--- src/rtl/uart_alu_interface_if.sv ---
// Receiver/ALU/transmitter bus for the UART-ALU sequencing stage.
// The slave modport belongs to the sequencer; the master modport belongs to whatever drives it.
interface uart_alu_interface_if #(
    parameter int NB_DATA = 8,
    parameter int NB_OP   = 6
);
    logic               i_rx_done_tick;
    logic [NB_DATA-1:0] i_rx_data;
    logic [NB_DATA-1:0] i_alu_result;
    logic               i_tx_done_tick;
    logic [NB_DATA-1:0] o_alu_data_a;
    logic [NB_DATA-1:0] o_alu_data_b;
    logic [NB_OP-1:0]   o_alu_op;
    logic [NB_DATA-1:0] o_tx_data;
    logic               o_tx_start;
    logic               o_busy;

    modport slave (
        input  i_rx_done_tick, i_rx_data, i_alu_result, i_tx_done_tick,
        output o_alu_data_a, o_alu_data_b, o_alu_op, o_tx_data, o_tx_start, o_busy
    );

    modport master (
        output i_rx_done_tick, i_rx_data, i_alu_result, i_tx_done_tick,
        input  o_alu_data_a, o_alu_data_b, o_alu_op, o_tx_data, o_tx_start, o_busy
    );
endinterface

--- src/rtl/uart_alu_interface.sv ---
// Collects operand A, operand B and opcode from the UART receiver, drives the ALU,
// then hands the result to the transmitter and waits for it to finish.
module uart_alu_interface #(
    parameter int NB_DATA = 8,
    parameter int NB_OP   = 6
) (
    input  logic                  i_clock,
    input  logic                  i_reset,
    uart_alu_interface_if.slave   bus
);
    typedef enum logic [2:0] {
        ST_WAIT_A  = 3'd0,
        ST_WAIT_B  = 3'd1,
        ST_WAIT_OP = 3'd2,
        ST_RESULT  = 3'd3,
        ST_WAIT_TX = 3'd4
    } state_t;

    state_t             state_q,    state_d;
    logic [NB_DATA-1:0] data_a_q,   data_a_d;
    logic [NB_DATA-1:0] data_b_q,   data_b_d;
    logic [NB_OP-1:0]   op_q,       op_d;
    logic [NB_DATA-1:0] tx_data_q,  tx_data_d;
    logic               tx_start_q, tx_start_d;

    // State and datapath registers; reset discards any partial operation.
    always_ff @(posedge i_clock or negedge i_reset) begin
        if (!i_reset) begin
            state_q    <= ST_WAIT_A;
            data_a_q   <= '0;
            data_b_q   <= '0;
            op_q       <= '0;
            tx_data_q  <= '0;
            tx_start_q <= 1'b0;
        end else begin
            state_q    <= state_d;
            data_a_q   <= data_a_d;
            data_b_q   <= data_b_d;
            op_q       <= op_d;
            tx_data_q  <= tx_data_d;
            tx_start_q <= tx_start_d;
        end
    end

    // Next-state and register-load decode; receiver strobes are ignored while busy.
    always_comb begin
        state_d    = state_q;
        data_a_d   = data_a_q;
        data_b_d   = data_b_q;
        op_d       = op_q;
        tx_data_d  = tx_data_q;
        tx_start_d = 1'b0;
        case (state_q)
            ST_WAIT_A: begin
                if (bus.i_rx_done_tick) begin
                    data_a_d = bus.i_rx_data;
                    state_d  = ST_WAIT_B;
                end else begin
                    state_d  = ST_WAIT_A;
                end
            end
            ST_WAIT_B: begin
                if (bus.i_rx_done_tick) begin
                    data_b_d = bus.i_rx_data;
                    state_d  = ST_WAIT_OP;
                end else begin
                    state_d  = ST_WAIT_B;
                end
            end
            ST_WAIT_OP: begin
                if (bus.i_rx_done_tick) begin
                    op_d    = bus.i_rx_data[NB_OP-1:0];
                    state_d = ST_RESULT;
                end else begin
                    state_d = ST_WAIT_OP;
                end
            end
            ST_RESULT: begin
                // The ALU has had a full cycle since the opcode loaded.
                tx_data_d  = bus.i_alu_result;
                tx_start_d = 1'b1;
                state_d    = ST_WAIT_TX;
            end
            ST_WAIT_TX: begin
                if (bus.i_tx_done_tick) begin
                    state_d = ST_WAIT_A;
                end else begin
                    state_d = ST_WAIT_TX;
                end
            end
            default: begin
                state_d = ST_WAIT_A;
            end
        endcase
    end

    assign bus.o_alu_data_a = data_a_q;
    assign bus.o_alu_data_b = data_b_q;
    assign bus.o_alu_op     = op_q;
    assign bus.o_tx_data    = tx_data_q;
    assign bus.o_tx_start   = tx_start_q;
    assign bus.o_busy       = (state_q == ST_RESULT) || (state_q == ST_WAIT_TX);
endmodule

--- src/flat_wrapper.sv ---
// flat-port wrapper written by rule: the top's interface ports become plain ports
module uart_alu_interface_flat 
#(
    parameter int NB_DATA = 8,
    parameter int NB_OP   = 6
)
  (i_clock, i_reset, bus_i_rx_done_tick, bus_i_rx_data, bus_i_alu_result, bus_i_tx_done_tick, bus_o_alu_data_a, bus_o_alu_data_b, bus_o_alu_op, bus_o_tx_data, bus_o_tx_start, bus_o_busy);
  uart_alu_interface_if #(.NB_DATA(NB_DATA), .NB_OP(NB_OP)) bus_i ();
  input  logic i_clock;
  input  logic i_reset;
  input wire logic [$bits(bus_i.i_rx_done_tick)-1:0] bus_i_rx_done_tick;
  input wire logic [$bits(bus_i.i_rx_data)-1:0] bus_i_rx_data;
  input wire logic [$bits(bus_i.i_alu_result)-1:0] bus_i_alu_result;
  input wire logic [$bits(bus_i.i_tx_done_tick)-1:0] bus_i_tx_done_tick;
  output wire logic [$bits(bus_i.o_alu_data_a)-1:0] bus_o_alu_data_a;
  output wire logic [$bits(bus_i.o_alu_data_b)-1:0] bus_o_alu_data_b;
  output wire logic [$bits(bus_i.o_alu_op)-1:0] bus_o_alu_op;
  output wire logic [$bits(bus_i.o_tx_data)-1:0] bus_o_tx_data;
  output wire logic [$bits(bus_i.o_tx_start)-1:0] bus_o_tx_start;
  output wire logic [$bits(bus_i.o_busy)-1:0] bus_o_busy;
  assign bus_i.i_rx_done_tick = bus_i_rx_done_tick;
  assign bus_i.i_rx_data = bus_i_rx_data;
  assign bus_i.i_alu_result = bus_i_alu_result;
  assign bus_i.i_tx_done_tick = bus_i_tx_done_tick;
  assign bus_o_alu_data_a = bus_i.o_alu_data_a;
  assign bus_o_alu_data_b = bus_i.o_alu_data_b;
  assign bus_o_alu_op = bus_i.o_alu_op;
  assign bus_o_tx_data = bus_i.o_tx_data;
  assign bus_o_tx_start = bus_i.o_tx_start;
  assign bus_o_busy = bus_i.o_busy;
  uart_alu_interface #(.NB_DATA(NB_DATA), .NB_OP(NB_OP)) u_core (.i_clock(i_clock), .i_reset(i_reset), .bus(bus_i));
endmodule
--- config.mk ---
export PLATFORM = sky130hd
export DESIGN_NAME = uart_alu_interface_flat
export DESIGN_NICKNAME = d
export VERILOG_FILES = /design/src/rtl/uart_alu_interface_if.sv /design/src/rtl/uart_alu_interface.sv /design/src/flat_wrapper.sv
export SDC_FILE = /design/constraint.sdc
export NUM_CORES = 1
export LEC_CHECK = 0
export CAP_MARGIN = 20
export CORE_ASPECT_RATIO = 1.2
export CORE_MARGIN = 5
export CORE_UTILIZATION = 38
export DETAILED_ROUTE_END_ITERATION = 6
export GPL_TIMING_DRIVEN = 0
export HOLD_SLACK_MARGIN = 0.06
export PLACE_DENSITY = 0.7
export SYNTH_ARGS = -nofsm -noshare
export SYNTH_HDL_FRONTEND = slang
export SYNTH_SLANG_ARGS = --single-unit
--- constraint.sdc ---
create_clock -name i_clock -period 1.4 [get_ports i_clock]
set_clock_uncertainty 0.05 [all_clocks]
set_input_delay 0.42 -clock i_clock [delete_from_list [all_inputs] [get_ports i_clock]]
set_output_delay 0.42 -clock i_clock [all_outputs]
set_load 0.01 [all_outputs]
==> metrics.log, run 1 <==
[metrics] RSZ-0062 raised after global routing: true
[metrics] Starting Density: ~39%
[metrics] critical-path maximum fanout: 10
[metrics] Post-synth ARST share: 100%
[metrics] sequential fraction of the synthesis area: around 64%
[metrics] first-pass GRT wire length: roughly 5.5 mm
[metrics] violations in the final reports: setup timing
[metrics] share of the cycle needed by the critical path after routing: 126%
[metrics] relative slew slack: about half
[metrics] area of the die: ~4800 sq um
[metrics] flop-to-flop setup slack: -260 ps
[metrics] all-layer global routing usage: between 10% and 20%
[metrics] CTS Hold Buffers Added: 0
[metrics] share of layout cells above drive strength 1: about three fifths
[metrics] number of inserted filler cells in the final layout: 281
[metrics] Critical Path Source Type: register
[metrics] Mapped Cells: a little over 80
[metrics] number of placement rows: 23
[metrics] critical path type: reg2out
[metrics] worst setup timing slack at the placement stage: -745 ps
[metrics] detailed placer's ending HPWL: approximately 2.2 mm
[metrics] final wirelength: about 3.4 mm
[metrics] Placeable Area: approximately 3400 sq um
[metrics] routed length per instance: 18.2 um
[metrics] initial antenna violation count: 0
[metrics] drt pass-1 iters: 2
[metrics] maximum clock frequency: 565 MHz
[metrics] Num CTS Buffers: 5
[metrics] critical path capture point type: primary output
[metrics] pin slew with the least headroom to its limit: around 750 ps
[metrics] class of the tightest hold or removal check: in2async
[metrics] count of nets after finishing: about 170
[metrics] CTS clock-pin slew for the worst setup and hold paths: roughly 70 ps
[metrics] clk_lat worst skew: a little under 300 ps
[metrics] number of nets with antenna violations after detailed routing: 0
[metrics] Avg Inst Size Synth: roughly 16 sq um
[metrics] worst-case hold slack: 145 ps
[metrics] count of max-cap constraint violations: 0
[metrics] Clock Tree Buf Depth: 2
[metrics] Yosys cell types: 14
[metrics] number of global-route vias before repair: 1115
[metrics] static leakage power: 0.974 nW
[metrics] CTS HTree Levels: 2
[metrics] Starting DRT DRC Count: 14
[metrics] worst endpoint required time: a little over 900 ps
[metrics] number of warning messages in the yosys log: 0
[metrics] run status: complete, but fails checks
[metrics] count of final hold-check violations: 0
[metrics] synth top area cells: sky130_fd_sc_hd__dfrtp_1, sky130_fd_sc_hd__mux2_2, sky130_fd_sc_hd__nor4b_4, sky130_fd_sc_hd__or3b_2, sky130_fd_sc_hd__buf_2
[metrics] cell accounting for the most synthesized area: sky130_fd_sc_hd__dfrtp_1
[metrics] Sink Count: 34
[metrics] fraction of post-synthesis cell area in the top cell type by area: between 60% and 70%
[metrics] Port Buffers: slightly above 50
[metrics] final weighted congestion in routability-driven placement: between 0.6 and 0.7
[metrics] CTS tree: yes
[metrics] IR drop worst, VDD: 1.25 mV
[metrics] Root Driver: sky130_fd_sc_hd__clkbuf_8
[metrics] CP Data Arrival Time: roughly 1300 ps
[metrics] diodes inserted: 0
[metrics] total number of vias: slightly above 900
[metrics] total power: ~4.8 mW
[metrics] final number of setup-violating endpoints: 23
[metrics] pin count of the biggest net entering global routing: 35
[metrics] synthesized area: 1330 sq um
[metrics] die extent in x: 64.0 um
[metrics] Slew Limit Fails: 0
[metrics] #FFs+latches synth: 34
[metrics] primary flip-flop cell chosen by synthesis mapping: sky130_fd_sc_hd__dfrtp_1
[metrics] Power Density: ~2300 nW/um^2
[metrics] Via-to-Cell Ratio: around 5.0
[metrics] nets in the synthesized netlist: 102
[metrics] remaining design rule violation count: 0
[metrics] slack of the critical path: -369 ps
[metrics] layout-stage area growth over the synthesis result: 54.1%
[metrics] most frequent cell after synthesis: sky130_fd_sc_hd__dfrtp_1
[metrics] Period minus WS final: roughly 1800 ps
[metrics] Die Height: approximately 75 um
[metrics] EDFF count, synth: 0
[metrics] number of top-level pins: 52
[metrics] total congestion overflow after global routing: 0
[metrics] most frequent cells after synthesis: sky130_fd_sc_hd__dfrtp_1, sky130_fd_sc_hd__mux2_2, sky130_fd_sc_hd__buf_2
[flip-flops by register name (all words and copies together) (netlist names)]
signal,cells
u_core.bus.o_alu_data_a,8
u_core.bus.o_alu_data_b,8
u_core.bus.o_alu_op,6
u_core.bus.o_tx_data,8
u_core.bus.o_tx_start,1
u_core.state_q,3
[logic make-up (layout without fill, tap and decap cells)]
family / after synthesis / count (layout) / synth area share [%]
buffers and inverters: 5 / 71 / 2.26
AOI/OAI and AO/OA: 3 / 3 / 1.13
and+or+nand+nor: 10 / 10 / 7.16
DFF: 34 / 34 / 64.0
muxes: 30 / 30 / 25.4
[per-stage QoR]
step                      cell area [sq um]  util, %  setup TNS, ps  instances
after global routing                   2050     60.8          -5750        185
after global placement                 1900     56.4         -40470        170
after CTS                              2160     64.3          -3890        185
after floorplan                        1340        -           -460         82
final                                  2050     60.8          -4310        185
after detailed placement               1890     56.2         -15030        170
[placed cells by master (no fill, tap or decap)]
| cell | instances |
|---|---|
| sky130_fd_sc_hd__mux2_2 | 8 |
| sky130_fd_sc_hd__nand2b_1 | 2 |
| sky130_fd_sc_hd__buf_2 | 5 |
| sky130_fd_sc_hd__buf_6 | 8 |
| sky130_fd_sc_hd__mux2_4 | 22 |
| sky130_fd_sc_hd__a21oi_1 | 1 |
| sky130_fd_sc_hd__clkbuf_1 | 1 |
| sky130_fd_sc_hd__clkdlybuf4s50_1 | 17 |
| sky130_fd_sc_hd__clkbuf_2 | 22 |
| sky130_fd_sc_hd__o21ai_0 | 1 |
| sky130_fd_sc_hd__clkbuf_8 | 6 |
| sky130_fd_sc_hd__inv_1 | 1 |
| sky130_fd_sc_hd__buf_4 | 5 |
| sky130_fd_sc_hd__dfrtp_2 | 3 |
| sky130_fd_sc_hd__and4bb_4 | 1 |
| sky130_fd_sc_hd__nor4b_4 | 1 |
| sky130_fd_sc_hd__a21oi_2 | 1 |
| sky130_fd_sc_hd__nand3b_1 | 2 |
| sky130_fd_sc_hd__nor4bb_4 | 1 |
| sky130_fd_sc_hd__or3b_4 | 2 |
| sky130_fd_sc_hd__dlygate4sd2_1 | 1 |
| sky130_fd_sc_hd__nand2_4 | 1 |
| sky130_fd_sc_hd__dfrtp_1 | 31 |
| sky130_fd_sc_hd__clkdlybuf4s15_1 | 5 |
[report_power, final]
part | internal [mW] | total (mW) | switching (mW)
Clock | 0.390 | 0.728 | 0.338
Combinational | 1.39 | 2.30 | 0.918
Sequential | 1.48 | 1.78 | 0.291
Total | 3.26 | 4.81 | 1.55
[per-layer routing]
metal | global-route usage [%] | part of all wire, %
met1 | 15.6 | 36
met2 | 27.4 | 59
met3 | 6.12 | 4.4
met4 | 6.93 | 1.4
met5 | 0 | 0
[repair_timing]
action	4_1_cts	5_1_grt
buffers inserted	9	1
cloned	0	0
pin swaps	3	4
setup endpoints to repair	61	50
gates resized for setup	102	33
[critical path, cell delays in order (launching register included)]
cell,delay (ps)
sky130_fd_sc_hd__dfrtp_2,430
sky130_fd_sc_hd__nand3b_1,230
sky130_fd_sc_hd__buf_6,190
sky130_fd_sc_hd__nand2_4,70
sky130_fd_sc_hd__buf_6,90
[layout make-up]
type	instances	area [sq um]	area share, %
buffer	2	22.5	1.10
sequential	34	855	41.7
inverter	1	3.75	0.183
timing repair buffer	61	469	22.9
clock buffer	7	86.3	4.22
multi-input combinational	43	566	27.6
tap	37	46.3	2.26
[worst paths after layout]
kind,startpoint,end,cells past startpoint
max,u_core.state_q[2]$_DFF_PN0_,bus_o_busy,4
min,i_reset,u_core.bus.o_alu_op[3]$_DFFE_PN0P_,1
max reg2reg,u_core.state_q[0]$_DFF_PN0_,u_core.bus.o_alu_op[1]$_DFFE_PN0P_,5
min reg2reg,u_core.bus.o_tx_data[6]$_DFFE_PN0N_,u_core.bus.o_tx_data[6]$_DFFE_PN0N_,1
max in group asynchronous,i_reset,u_core.state_q[0]$_DFF_PN0_,1
min in group i_clock,u_core.bus.o_tx_data[6]$_DFFE_PN0N_,u_core.bus.o_tx_data[6]$_DFFE_PN0N_,1
Power figures use the tool's default switching activity.
==> run 2: changes to the inputs <==
- REMOVE_ABC_BUFFERS: unset -> 1
==> run 2 against run 1 <==
Compared with the run above:
- the flow still finishes with violations (setup timing)
- sequential cell count unchanged
- final cell count unchanged
- non-clock buffer count unchanged
- wire length decreased by 7.9%
- clock power increased by 24%
- via count decreased by 0.76%
- first-iteration DRC count increased by 29%
- core utilization increased by 1.9 points
- critical endpoint unchanged
- largest power group unchanged
- highest routed layer unchanged
==> metrics.log, run 2 (synthesis results as in run 1) <==
[metrics] CTS tree: yes (unchanged)
[metrics] commonest non-fill, non-tap cell in the layout: sky130_fd_sc_hd__dfrtp_1 (unchanged)
[metrics] all-layer global routing usage: 13.8% (was 15.3%)
[metrics] share of the cycle needed by the critical path after routing: 122% (was 126%)
[metrics] Critical Path Source Type: register (unchanged)
[metrics] Num CTS Buffers: 5 (unchanged)
[metrics] critical-path maximum fanout: 2 (was 10)
[metrics] Die Height: 74.8 um (unchanged)
[metrics] Starting DRT DRC Count: 18 (was 14)
[metrics] CP Data Arrival Time: 1240 ps (was 1300 ps)
[metrics] cell type of the slowest stage on the worst timing path: sky130_fd_sc_hd__dfrtp_2 (unchanged)
[metrics] number of global-route vias before repair: 1039 (was 1115)
[metrics] count of final hold-check violations: 0 (unchanged)
[metrics] count of max-cap constraint violations: 0 (unchanged)
[metrics] CTS Hold Buffers Added: 0 (unchanged)
[metrics] count of nets after finishing: 168 (unchanged)
[metrics] worst endpoint required time: 930 ps (about the same)
[metrics] r2r startpoint: u_core.state_q[2]$_DFF_PN0_ (was u_core.state_q[0]$_DFF_PN0_)
[metrics] Slew Limit Fails: 0 (unchanged)
[metrics] crit path capture: bus_o_busy (unchanged)
[metrics] static leakage power: 0.987 nW (was 0.974 nW)
[metrics] class of the tightest hold or removal check: in2async (unchanged)
[metrics] layout-stage area growth over the synthesis result: 58.9% (was 54.1%)
[metrics] slack of the critical path: -314 ps (was -369 ps)
[metrics] RSZ-0062 raised after global routing: true (unchanged)
[metrics] number of nets with antenna violations after detailed routing: 0 (unchanged)
[metrics] critical path capture point type: primary output (unchanged)
[metrics] final weighted congestion in routability-driven placement: 0.673 (was 0.635)
[metrics] first-pass GRT wire length: 5.00 mm (was 5.49 mm)
[metrics] most frequent cells in the layout: sky130_fd_sc_hd__dfrtp_1, sky130_fd_sc_hd__mux2_4, sky130_fd_sc_hd__clkdlybuf4s50_1, sky130_fd_sc_hd__clkbuf_2, sky130_fd_sc_hd__clkdlybuf4s15_1 (was sky130_fd_sc_hd__dfrtp_1, sky130_fd_sc_hd__mux2_4, sky130_fd_sc_hd__clkbuf_2, sky130_fd_sc_hd__clkdlybuf4s50_1)
[metrics] Clock Tree Buf Depth: 2 (unchanged)
[metrics] violations in the final reports: setup timing (unchanged)
[metrics] Post-Route Setup TNS: -3270 ps (was -4310 ps)
[metrics] IR drop worst, VDD: 1.27 mV (was 1.25 mV)
[metrics] final number of setup-violating endpoints: 23 (unchanged)
[metrics] area of the die: 4780 sq um (unchanged)
[metrics] final wirelength: 3.10 mm (was 3.36 mm)
[metrics] number of cells traversed by the worst register-to-register path: 5 (unchanged)
[metrics] Period minus WS final: 1710 ps (was 1770 ps)
[metrics] total congestion overflow after global routing: 0 (unchanged)
[metrics] routed length per instance: 16.7 um (was 18.2 um)
[metrics] share of layout cells above drive strength 1: 52.0% (was 58.1%)
[metrics] run status: complete, but fails checks (unchanged)
[metrics] startpoint of the most critical setup path: u_core.state_q[0]$_DFF_PN0_ (was u_core.state_q[2]$_DFF_PN0_)
[metrics] remaining design rule violation count: 0 (unchanged)
[metrics] relative slew slack: 49.8% (was 50.2%)
[metrics] DP Area: 1870 sq um (was 1890 sq um)
[metrics] post-route design area: 2110 sq um (was 2050 sq um)
[metrics] total number of vias: 913 (was 920)
[metrics] critical path type: reg2out (unchanged)
[metrics] Power Density: 2360 nW/um^2 (was 2350 nW/um^2)
[metrics] flop-to-flop setup slack: -170 ps (was -260 ps)
[metrics] maximum clock frequency: 584 MHz (was 565 MHz)
[metrics] die extent in x: 64.0 um (unchanged)
[metrics] initial antenna violation count: 0 (unchanged)
[metrics] FF-to-FF End: u_core.bus.o_alu_data_a[4]$_DFFE_PN0P_ (was u_core.bus.o_alu_op[1]$_DFFE_PN0P_)
[metrics] pin count of the biggest net entering global routing: 35 (unchanged)
[metrics] detailed placer's ending HPWL: 2.12 mm (was 2.23 mm)
[metrics] Via-to-Cell Ratio: 4.94 (was 4.97)
[metrics] CTS clock-pin slew for the worst setup and hold paths: 70 ps (about the same)
[metrics] drt pass-1 iters: 3 (was 2)
[metrics] Port Buffers: 51 (unchanged)
[metrics] CTS HTree Levels: 2 (unchanged)
[metrics] Max stage delay on crit path: 400 ps (was 430 ps)
[metrics] Sink Count: 34 (unchanged)
[metrics] Root Driver: sky130_fd_sc_hd__clkbuf_8 (unchanged)
[metrics] cells along the critical path: or3b_4 -> nand2_2 -> buf_6 (was nand3b_1 -> buf_6 -> nand2_4 -> buf_6)
[metrics] number of placement rows: 23 (unchanged)
[metrics] diodes inserted: 0 (unchanged)
[metrics] total power: 4.98 mW (was 4.81 mW)
[metrics] pin slew with the least headroom to its limit: 753 ps (was 748 ps)
[metrics] number of top-level pins: 52 (unchanged)
[metrics] Starting Density: 39.5% (unchanged)
[metrics] Placeable Area: 3370 sq um (unchanged)
[metrics] clk_lat worst skew: 280 ps (was 290 ps)
run 2: per-layer routing:
metal / global-route usage [%] / vias to the layer above / wire, um
li1: - / 416 / -
met1: 14.5 / 460 / 1200
met2: 25.3 / 30 / 1650
met3: 3.73 / 7 / 182
met4: 6.93 / 0 / 60
met5: 0 / - / 0
run 2: worst min-delay path by stage:
stage	end	cells after the start	slack [ps]	start
floorplan	u_core.bus.o_alu_data_a[0]$_DFFE_PN0P_	0	70	i_reset
global placement	u_core.bus.o_tx_data[7]$_DFFE_PN0N_	1	440	u_core.bus.o_tx_data[7]$_DFFE_PN0N_
detailed placement	u_core.bus.o_tx_data[7]$_DFFE_PN0N_	1	440	u_core.bus.o_tx_data[7]$_DFFE_PN0N_
CTS	u_core.bus.o_alu_data_a[5]$_DFFE_PN0P_	1	180	i_reset
global route	u_core.bus.o_alu_data_a[5]$_DFFE_PN0P_	1	210	i_reset
finish	u_core.bus.o_alu_data_a[5]$_DFFE_PN0P_	1	160	i_reset
run 2: what timing repair did:
| action | 4_1_cts | 5_1_grt |
|---|---|---|
| pin swaps | 3 | 2 |
| resized for setup | 91 | 30 |
| endpoints found under the setup margin | 62 | 47 |
| buffers inserted | 8 | 4 |
| cloned | 0 | 0 |
run 2: metrics by stage:
step                cells  utilization [%]  setup slack [ps]  hold WS [ps]
CTS                   182             62.9              -337           182
detailed placement    167             55.5              -859           445
global route          185             62.7              -351           205
floorplan              78                -              -548          74.4
global placement      166             55.2             -1680           438
finish                185             62.7              -314           155
run 2: area by class of cell:
cell class              instances  area (sq um)
multi-input cells              43           554
clock buffers                   6          82.6
repair buffers                 63           539
inverters                       1          3.75
flip-flops and latches         34           855
well taps                      37          46.3
fillers                       268          1260
clock inverters                 1          30.0
run 2: power breakdown:
| group | switching, mW | internal, mW |
|---|---|---|
| logic | 0.894 | 1.44 |
| clock network | 0.333 | 0.569 |
| registers | 0.269 | 1.48 |
| total | 1.50 | 3.49 |
run 2: worst max-delay path: cells and delay by family (launching register included):
kind                   cells  cell delay [ps]
DFF                        1              400
buffers and inverters      1              100
and+or+nand+nor            2              470
